**src/rtl/vec_pkg.sv**
```systemverilog
// Shared vector-datapath definitions: lane geometry, the packed vector type
// and the operand-loader state encoding.
package vec_pkg;

  localparam int ELEMENT = 16;
  localparam int WIDTH   = 16;
  localparam int ADDR_W  = 16;
  localparam int CNT_W   = $clog2(ELEMENT);

  typedef logic [ELEMENT-1:0][WIDTH-1:0] vector_t;

  typedef enum logic [1:0] {
    VLD_IDLE  = 2'd0,
    VLD_ISSUE = 2'd1,
    VLD_DRAIN = 2'd2,
    VLD_DONE  = 2'd3
  } vld_state_t;

endpackage

```
**src/rtl/vec_addr_gen.sv**
```systemverilog
// Address generator for the vector loader: latches base/stride/mode on load,
// walks a wrapping address and counts issues, flagging the final one.
module vec_addr_gen
  import vec_pkg::*;
(
  input  logic              clk,
  input  logic              rst,
  input  logic              load,
  input  logic [ADDR_W-1:0] base_addr,
  input  logic [ADDR_W-1:0] stride,
  input  logic              bcast,
  input  logic              advance,
  output logic [ADDR_W-1:0] addr,
  output logic              bcast_mode,
  output logic              last_issue
);

  logic [ADDR_W-1:0] addr_reg;
  logic [ADDR_W-1:0] stride_reg;
  logic              bcast_reg;
  logic [CNT_W-1:0]  issue_cnt_reg;

  always_ff @(posedge clk) begin
    if (rst) begin
      addr_reg      <= '0;
      stride_reg    <= '0;
      bcast_reg     <= 1'b0;
      issue_cnt_reg <= '0;
    end else if (load) begin
      addr_reg      <= base_addr;
      stride_reg    <= stride;
      bcast_reg     <= bcast;
      issue_cnt_reg <= '0;
    end else if (advance) begin
      // Plain modular add: address wrap is intentional and unflagged.
      addr_reg      <= addr_reg + stride_reg;
      issue_cnt_reg <= issue_cnt_reg + 1'b1;
    end
  end

  assign addr       = addr_reg;
  assign bcast_mode = bcast_reg;
  assign last_issue = bcast_reg || (issue_cnt_reg == CNT_W'(ELEMENT - 1));

endmodule

```
**src/rtl/vec_load_unit.sv**
```systemverilog
// Vector operand loader: issues ELEMENT strided reads (or one broadcast read)
// and packs the returned words into a lane-indexed vector register.
module vec_load_unit
  import vec_pkg::*;
(
  input  logic                            clk,
  input  logic                            rst,
  input  logic                            start,
  input  logic [ADDR_W-1:0]               base_addr,
  input  logic [ADDR_W-1:0]               stride,
  input  logic                            bcast,
  output logic                            mem_rd_en,
  output logic [ADDR_W-1:0]               mem_addr,
  input  logic [WIDTH-1:0]                mem_rdata,
  output logic [ELEMENT-1:0][WIDTH-1:0]   vector_out,
  output logic                            busy,
  output logic                            done
);

  vld_state_t        state_reg, state_next;
  logic              cap_valid_reg;
  logic [CNT_W-1:0]  cap_cnt_reg;
  logic              accept;
  logic              issuing;
  logic              last_issue;
  logic              bcast_mode;
  logic [ADDR_W-1:0] gen_addr;

  assign accept  = (state_reg == VLD_IDLE) && start;
  assign issuing = (state_reg == VLD_ISSUE);

  vec_addr_gen u_addr_gen (
    .clk        (clk),
    .rst        (rst),
    .load       (accept),
    .base_addr  (base_addr),
    .stride     (stride),
    .bcast      (bcast),
    .advance    (issuing),
    .addr       (gen_addr),
    .bcast_mode (bcast_mode),
    .last_issue (last_issue)
  );

  always_comb begin
    state_next = state_reg;
    case (state_reg)
      VLD_IDLE:  if (start) state_next = VLD_ISSUE;
      VLD_ISSUE: if (last_issue) state_next = VLD_DRAIN;
      VLD_DRAIN: state_next = VLD_DONE;
      VLD_DONE:  state_next = VLD_IDLE;
      default:   state_next = VLD_IDLE;
    endcase
  end

  // cap_valid_reg marks the cycle where the previous issue's data is on mem_rdata;
  // clearing it on reset discards any read still in flight.
  always_ff @(posedge clk) begin
    if (rst) begin
      state_reg     <= VLD_IDLE;
      cap_valid_reg <= 1'b0;
      cap_cnt_reg   <= '0;
    end else begin
      state_reg     <= state_next;
      cap_valid_reg <= issuing;
      if (accept)
        cap_cnt_reg <= '0;
      else if (cap_valid_reg)
        cap_cnt_reg <= cap_cnt_reg + 1'b1;
    end
  end

  for (genvar gi = 0; gi < ELEMENT; gi++) begin : g_lane
    logic             lane_we;
    logic [WIDTH-1:0] lane_reg;

    assign lane_we = cap_valid_reg && (bcast_mode || (cap_cnt_reg == CNT_W'(gi)));

    always_ff @(posedge clk) begin
      if (rst)
        lane_reg <= '0;
      else if (lane_we)
        lane_reg <= mem_rdata;
    end

    assign vector_out[gi] = lane_reg;
  end

  assign mem_rd_en = issuing;
  assign mem_addr  = issuing ? gen_addr : '0;
  assign busy      = (state_reg == VLD_ISSUE) || (state_reg == VLD_DRAIN);
  assign done      = (state_reg == VLD_DONE);

endmodule

```
**config.mk**
```make
export PLATFORM = sky130hd
export DESIGN_NAME = vec_load_unit
export DESIGN_NICKNAME = d
export VERILOG_FILES = /design/src/rtl/vec_pkg.sv /design/src/rtl/vec_addr_gen.sv /design/src/rtl/vec_load_unit.sv
export SDC_FILE = /design/constraint.sdc
export NUM_CORES = 1
export LEC_CHECK = 0
export ABC_CLOCK_PERIOD_IN_PS = 3290
export CAP_MARGIN = 0
export CORE_MARGIN = 5
export CORE_UTILIZATION = 52
export DETAILED_ROUTE_END_ITERATION = 7
export HOLD_SLACK_MARGIN = 0.05
export PLACE_DENSITY_LB_ADDON = 0.3
export SLEW_MARGIN = 10
export SYNTH_ARGS = -nofsm -noshare
export SYNTH_HDL_FRONTEND = slang
export SYNTH_SLANG_ARGS = --single-unit
```
**constraint.sdc**
```tcl
create_clock -name clk -period 3.29 [get_ports clk]
set_input_delay 0.658 -clock clk [delete_from_list [all_inputs] [get_ports clk]]
set_output_delay 0.658 -clock clk [all_outputs]
set_load 0.02 [all_outputs]
```
[After elaboration in Yosys (flattened, before gate mapping)]
Index checks and enable logic that the tools add are counted.
Operators by class
  bitwise logic cells: 0
  multiplexer cells: 6
  reductions and logical operators: 40
  divide/modulo/power cells: 0
  multiply operators: 0
  magnitude comparators: 0
  equal/unequal tests: 21
  shifts and indexed selects: 0
  $add $sub $neg: 3
Operator list (number)
  $mux W16: 3
  $eq A4 B4 Y1 const B: 9
  $logic_or A1 B1 Y1: 18
  $logic_and A1 B1 Y1: 17
  $add A16 B16 Y16: 1
  $eq A4 B3 Y1 const B: 4
  $add A4 B1 Y4 const B: 2
  $eq A4 B2 Y1 const B: 2
  $pmux W2 S4: 1
  $eq A2 B2 Y1 const B: 2
  $eq A4 B1 Y1 const B: 1
  $logic_not A4 Y1: 1
  $mux W2: 2
  $eq A2 B1 Y1 const B: 1
  $logic_not A2 Y1: 1
  $ne A2 B1 Y1 const B: 1
  $ne A2 B2 Y1 const B: 1
  $reduce_and A2 Y1: 1
  $reduce_bool A2 Y1: 1
  $reduce_or A2 Y1: 1
Word-level totals
  bits in writable memories: 0
  memory bits (read-only): 0
  logic and storage cells: 93
  latch bits: 0
  flip-flop bits (word level): 300
  output and inout port bits: 275
  memories kept: 0
  bits of input ports: 52

[Longest topological paths before layout]
Gate-level depths: netlist of run 1.
  depth in word-level cells: 4
  depth in mapped cells: 9
  mapped depth without buffers: 9

[Modules after synthesis]
Synthesis of run 1 repeated with hierarchy kept, for this count alone.
Second synthesis, totals
  cells, all modules: 1200
  area total of the unflattened synthesis: 13012.5 µm²
Modules (own cells, without submodules)
  vec_load_unit: times used 1, area each 10799.1 µm², sequential area each 5265.0 µm², cells each 954
  vec_addr_gen: times used 1, area each 2213.4 µm², sequential area each 740.7 µm², cells each 246

[Worst setup path before layout of run 1]
Ideal clock, no wire load.
  path type: flip-flop to output port
  from: register state_reg[1]
  to: output mem_addr[10]
  path slack: 0.885 ns
  path buffers: 3
  stages on the path, launching flop included: 7
  arrival: 1.747 ns
  data required time: 2.632 ns
  path through: dfxtp_1 > inv_1 > ha_1 > buf_2 > buf_1 > clkbuf_1 > and2_1
On the way
  cells in the longest elaborated chain, start to end: 2
Ends and longest elaborated chain
  from (decl): line vec_load_unit.sv:20  | vld_state_t state_reg, state_next;
  from (signal assigned): line vec_load_unit.sv:64  | state_reg <= state_next;
  $eq A2 B1 Y1: line vec_load_unit.sv:30  | assign issuing = (state_reg == VLD_ISSUE);
  named net mem_rd_en: line vec_load_unit.sv:12  | output logic mem_rd_en,
  $mux W16: line vec_load_unit.sv:90  | assign mem_addr = issuing ? gen_addr : '0;
  to (decl): line vec_load_unit.sv:13  | output logic [ADDR_W-1:0] mem_addr,
The timed path passes the listed nets, and every way through them passes these cells.

[Final worst setup path of run 1]
  from: register state_reg[1]
  to: output mem_addr[1]
On the way
  cells in the longest elaborated chain, start to end: 2
Ends and longest elaborated chain (line)
  $eq A2 B1 Y1: vec_load_unit.sv:30
  $mux W16: vec_load_unit.sv:90
No other way between the ends.

==> results of run 1 <==
-- power groups by stage --
| stage | registers, uW | logic (uW) | clock network (uW) |
|---|---|---|---|
| floorplan | 4250 | 1490 | 0 |
| global placement | 4170 | 2330 | 0 |
| detailed placement | 4180 | 2370 | 0 |
| CTS | 4100 | 2390 | 3570 |
| global route | 4140 | 2580 | 3750 |
| finish | 4110 | 2380 | 3520 |
-- layer usage --
layer	global-route usage, %	vias to the layer above	wire (um)	part of all wire, %
met5	0	-	0	0
met4	8.686	0	1253	3.6
met3	9.033	69	3271	9.4
met2	42.44	324	16340	47
met1	30.73	4537	13770	40
li1	-	4555	-	-
-- stage by stage --
step / total power (uW) / hold WS, ps
6_report: 10010 / 459.4
4_1_cts: 10060 / 461.0
3_3_place_gp: 6494 / 447.4
2_1_floorplan: 5747 / 440.0
5_1_grt: 10470 / 472.7
3_5_place_dp: 6549 / 453.2
-- kinds of logic (layout without fill, tap and decap cells) --
| family | Yosys count | after routing |
|---|---|---|
| and+or+nand+nor | 391 | 391 |
| adders and majority gates | 26 | 26 |
| buffers and inverters | 89 | 403 |
| muxes | 263 | 263 |
| DFF | 300 | 300 |
| AOI/OAI and AO/OA | 98 | 98 |
| xor gates and xnor gates | 19 | 19 |
-- worst max-delay path: stages (launching register included) --
cell,delay (ps)
dfxtp_1,340
inv_1,110
ha_1,150
buf_4,350
and2_1,200
clkdlybuf4s50_1,600
-- final cells by class --
| cell class | instances | area [um^2] |
|---|---|---|
| fillers | 1642 | 6264 |
| repair buffers | 339 | 3377 |
| well taps | 285 | 356.6 |
| inverters | 8 | 30.03 |
| multi-input cells | 797 | 5436 |
| clock buffers | 43 | 880.8 |
| clock inverters | 13 | 152.6 |
| flip-flops and latches | 300 | 6006 |
-- cells in the final DEF, fill, tap and decap left out, types with 3 or more instances in the layout --
| master | count |
|---|---|
| a211oi_1 | 13 |
| a21o_1 | 18 |
| a21oi_1 | 33 |
| a21oi_2 | 3 |
| and2_1 | 17 |
| and3_1 | 4 |
| buf_4 | 12 |
| bufinv_16 | 3 |
| clkbuf_1 | 6 |
| clkbuf_16 | 31 |
| clkbuf_8 | 7 |
| clkdlybuf4s50_1 | 325 |
| clkinv_2 | 6 |
| dfxtp_1 | 300 |
| ha_1 | 25 |
| inv_1 | 7 |
| mux2i_1 | 263 |
| nand2_1 | 45 |
| nand2_2 | 12 |
| nand4_1 | 5 |
| nor2_1 | 293 |
| nor3_1 | 6 |
| o21a_1 | 3 |
| o21ai_0 | 3 |
| o21ai_2 | 7 |
| xnor2_1 | 13 |
| xor2_1 | 6 |
-- worst paths after layout --
kind	endpoint	cells after the start
worst max register to register	u_addr_gen.addr[12]	9
worst min-delay path	u_addr_gen.stride_reg[4]	2
worst max-delay path	mem_addr[1]	5
worst min register to register	u_addr_gen.stride_reg[4]	2
==> run metrics, run 1 <==
post-synthesis mux area share=22.24%; static leakage=0.007984 uW; switching share of power=29.97%; area share of the largest cell type after synthesis=50.75%; Fin. Hold Viols=0; Most used DFF post-synth=dfxtp_1; post-synth top area cell=dfxtp_1; core area=22,500 um^2; endpoint type of the worst setup path=output port; WL final=34,640 um; GRT Residual Overflow=0; ranking of synthesized cells by area=dfxtp_1 51%, mux2i_1 22%, nor2_1 9.3%, ha_1 2.6%, clkbuf_1 1.7%; # DRC=0; most frequent cell after synthesis=dfxtp_1; Syn Inst Count=1,186; initial antenna violation count=0; chip width=160.9 um; dpl ws=875.0 ps; I/O Pins=327; initial core utilization=52.59%; DIE AREA=25,880 um^2; yosys warns=0; CTS resizes=0; DR iter-0 viols=501; r2r setup slk=860 ps; Synth Area in XOR/XNOR=1.406%; Num CTS Buffers=31; async set or reset register ratio after synthesis=0%; Mapped Area=11,840 um^2; Slew Viols, Final=0; via count=9,485; maximum clock rate=0.3372 GHz; Detail Route Antenna Nets=0; pwr dens=616.2 nW/um^2; CP startpoint=state_reg[1]; combinational group share of total power=23.8%; Ant. Diodes=0; post-synthesis adder-cell area fraction=2.812%; P_int=7007 uW; Rows=55; unrepaired setup endpoints after global routing=no; critical path type=reg2out; share of post-route cells with drive strength above 1=6.333%; Peak VDD IR=425.0 uV; Non-Filler Instances=1,785; sequential power share=41.0%; R2R Path Start=u_addr_gen.addr[0]; Total GRT Usage=25.47%; DP Area=15,210 um^2; nets@finish=1,555; Final Critical Period=2966 ps; Layout Skew=16.35 ps; Worst Tran Pin Value=1126 ps; number of synthesized register bits=300; Clock power frac=35.2%; TNS Setup=0 ps; clock buffer depth=3; first-pass GRT wire length=53,140 um; setup violators final=0; HP Start=u_addr_gen.stride_reg[4]; Critical Path AT=2310 ps; vias in the first global route=9,376; # Post-CTS Setup Buffers=0; drt pass-1 iters=5; largest net degree at the start of global routing=108; Final period util=90.14%; final std cell area, no fill=16,240 um^2; Max Cap Violations=0; Commonest cells post-synth=300 x dfxtp_1, 293 x nor2_1, 263 x mux2i_1; slew margin rel.=24.70%; Post-synth EDFFs=0; CP Max Fanout=38; vias per cell=5.314; # H-tree levels=1; post-synth cell types=48; Synth Area in Compound Gates=5.910%; IO Port Bufs=326; Worst Setup Slack, final=324.5 ps; Area Overhead vs Synth=37.21%; number of flip-flops in the largest register=256; critical path launch point type=register; Hold Buf Count CTS=0; share of the yosys chip area belonging to registers=50.75%; Worst EP required=2630 ps; Die Y=160.9 um; clock slew at reported path FFs=60 ps; Hold/Removal Path Class=reg2reg; root buf cell=clkbuf_16; switching pwr=2999 uW; Synth Area in Simple Gates=13.56%; syn nets=1,264; Inst Count DP=1,729; Sink Count=300; status=completed; Post-DP HPWL=23,010 um; final core occ=72.17%; routed len/inst=19.40 um; largest family of logic cells by synthesized area=multiplexers; Clock Latency Late Sink=550 ps; average size of a mapped cell=9.979 um^2; Final Wtd Congestion=0.8375; CTS tree=yes
Power figures use the tool's default switching activity.
==> run 2, diff against run 1 <==
--- a/config.mk
+++ b/config.mk
@@ -12,7 +12,7 @@
 export DETAILED_ROUTE_END_ITERATION = 7
 export HOLD_SLACK_MARGIN = 0.05
 export PLACE_DENSITY_LB_ADDON = 0.3
-export SLEW_MARGIN = 10
+export SKIP_LAST_GASP = 1
 export SYNTH_ARGS = -nofsm -noshare
 export SYNTH_HDL_FRONTEND = slang
 export SYNTH_SLANG_ARGS = --single-unit
==> results of run 2 <==
Final layout, timing and power as in run 1 (identical DEF).
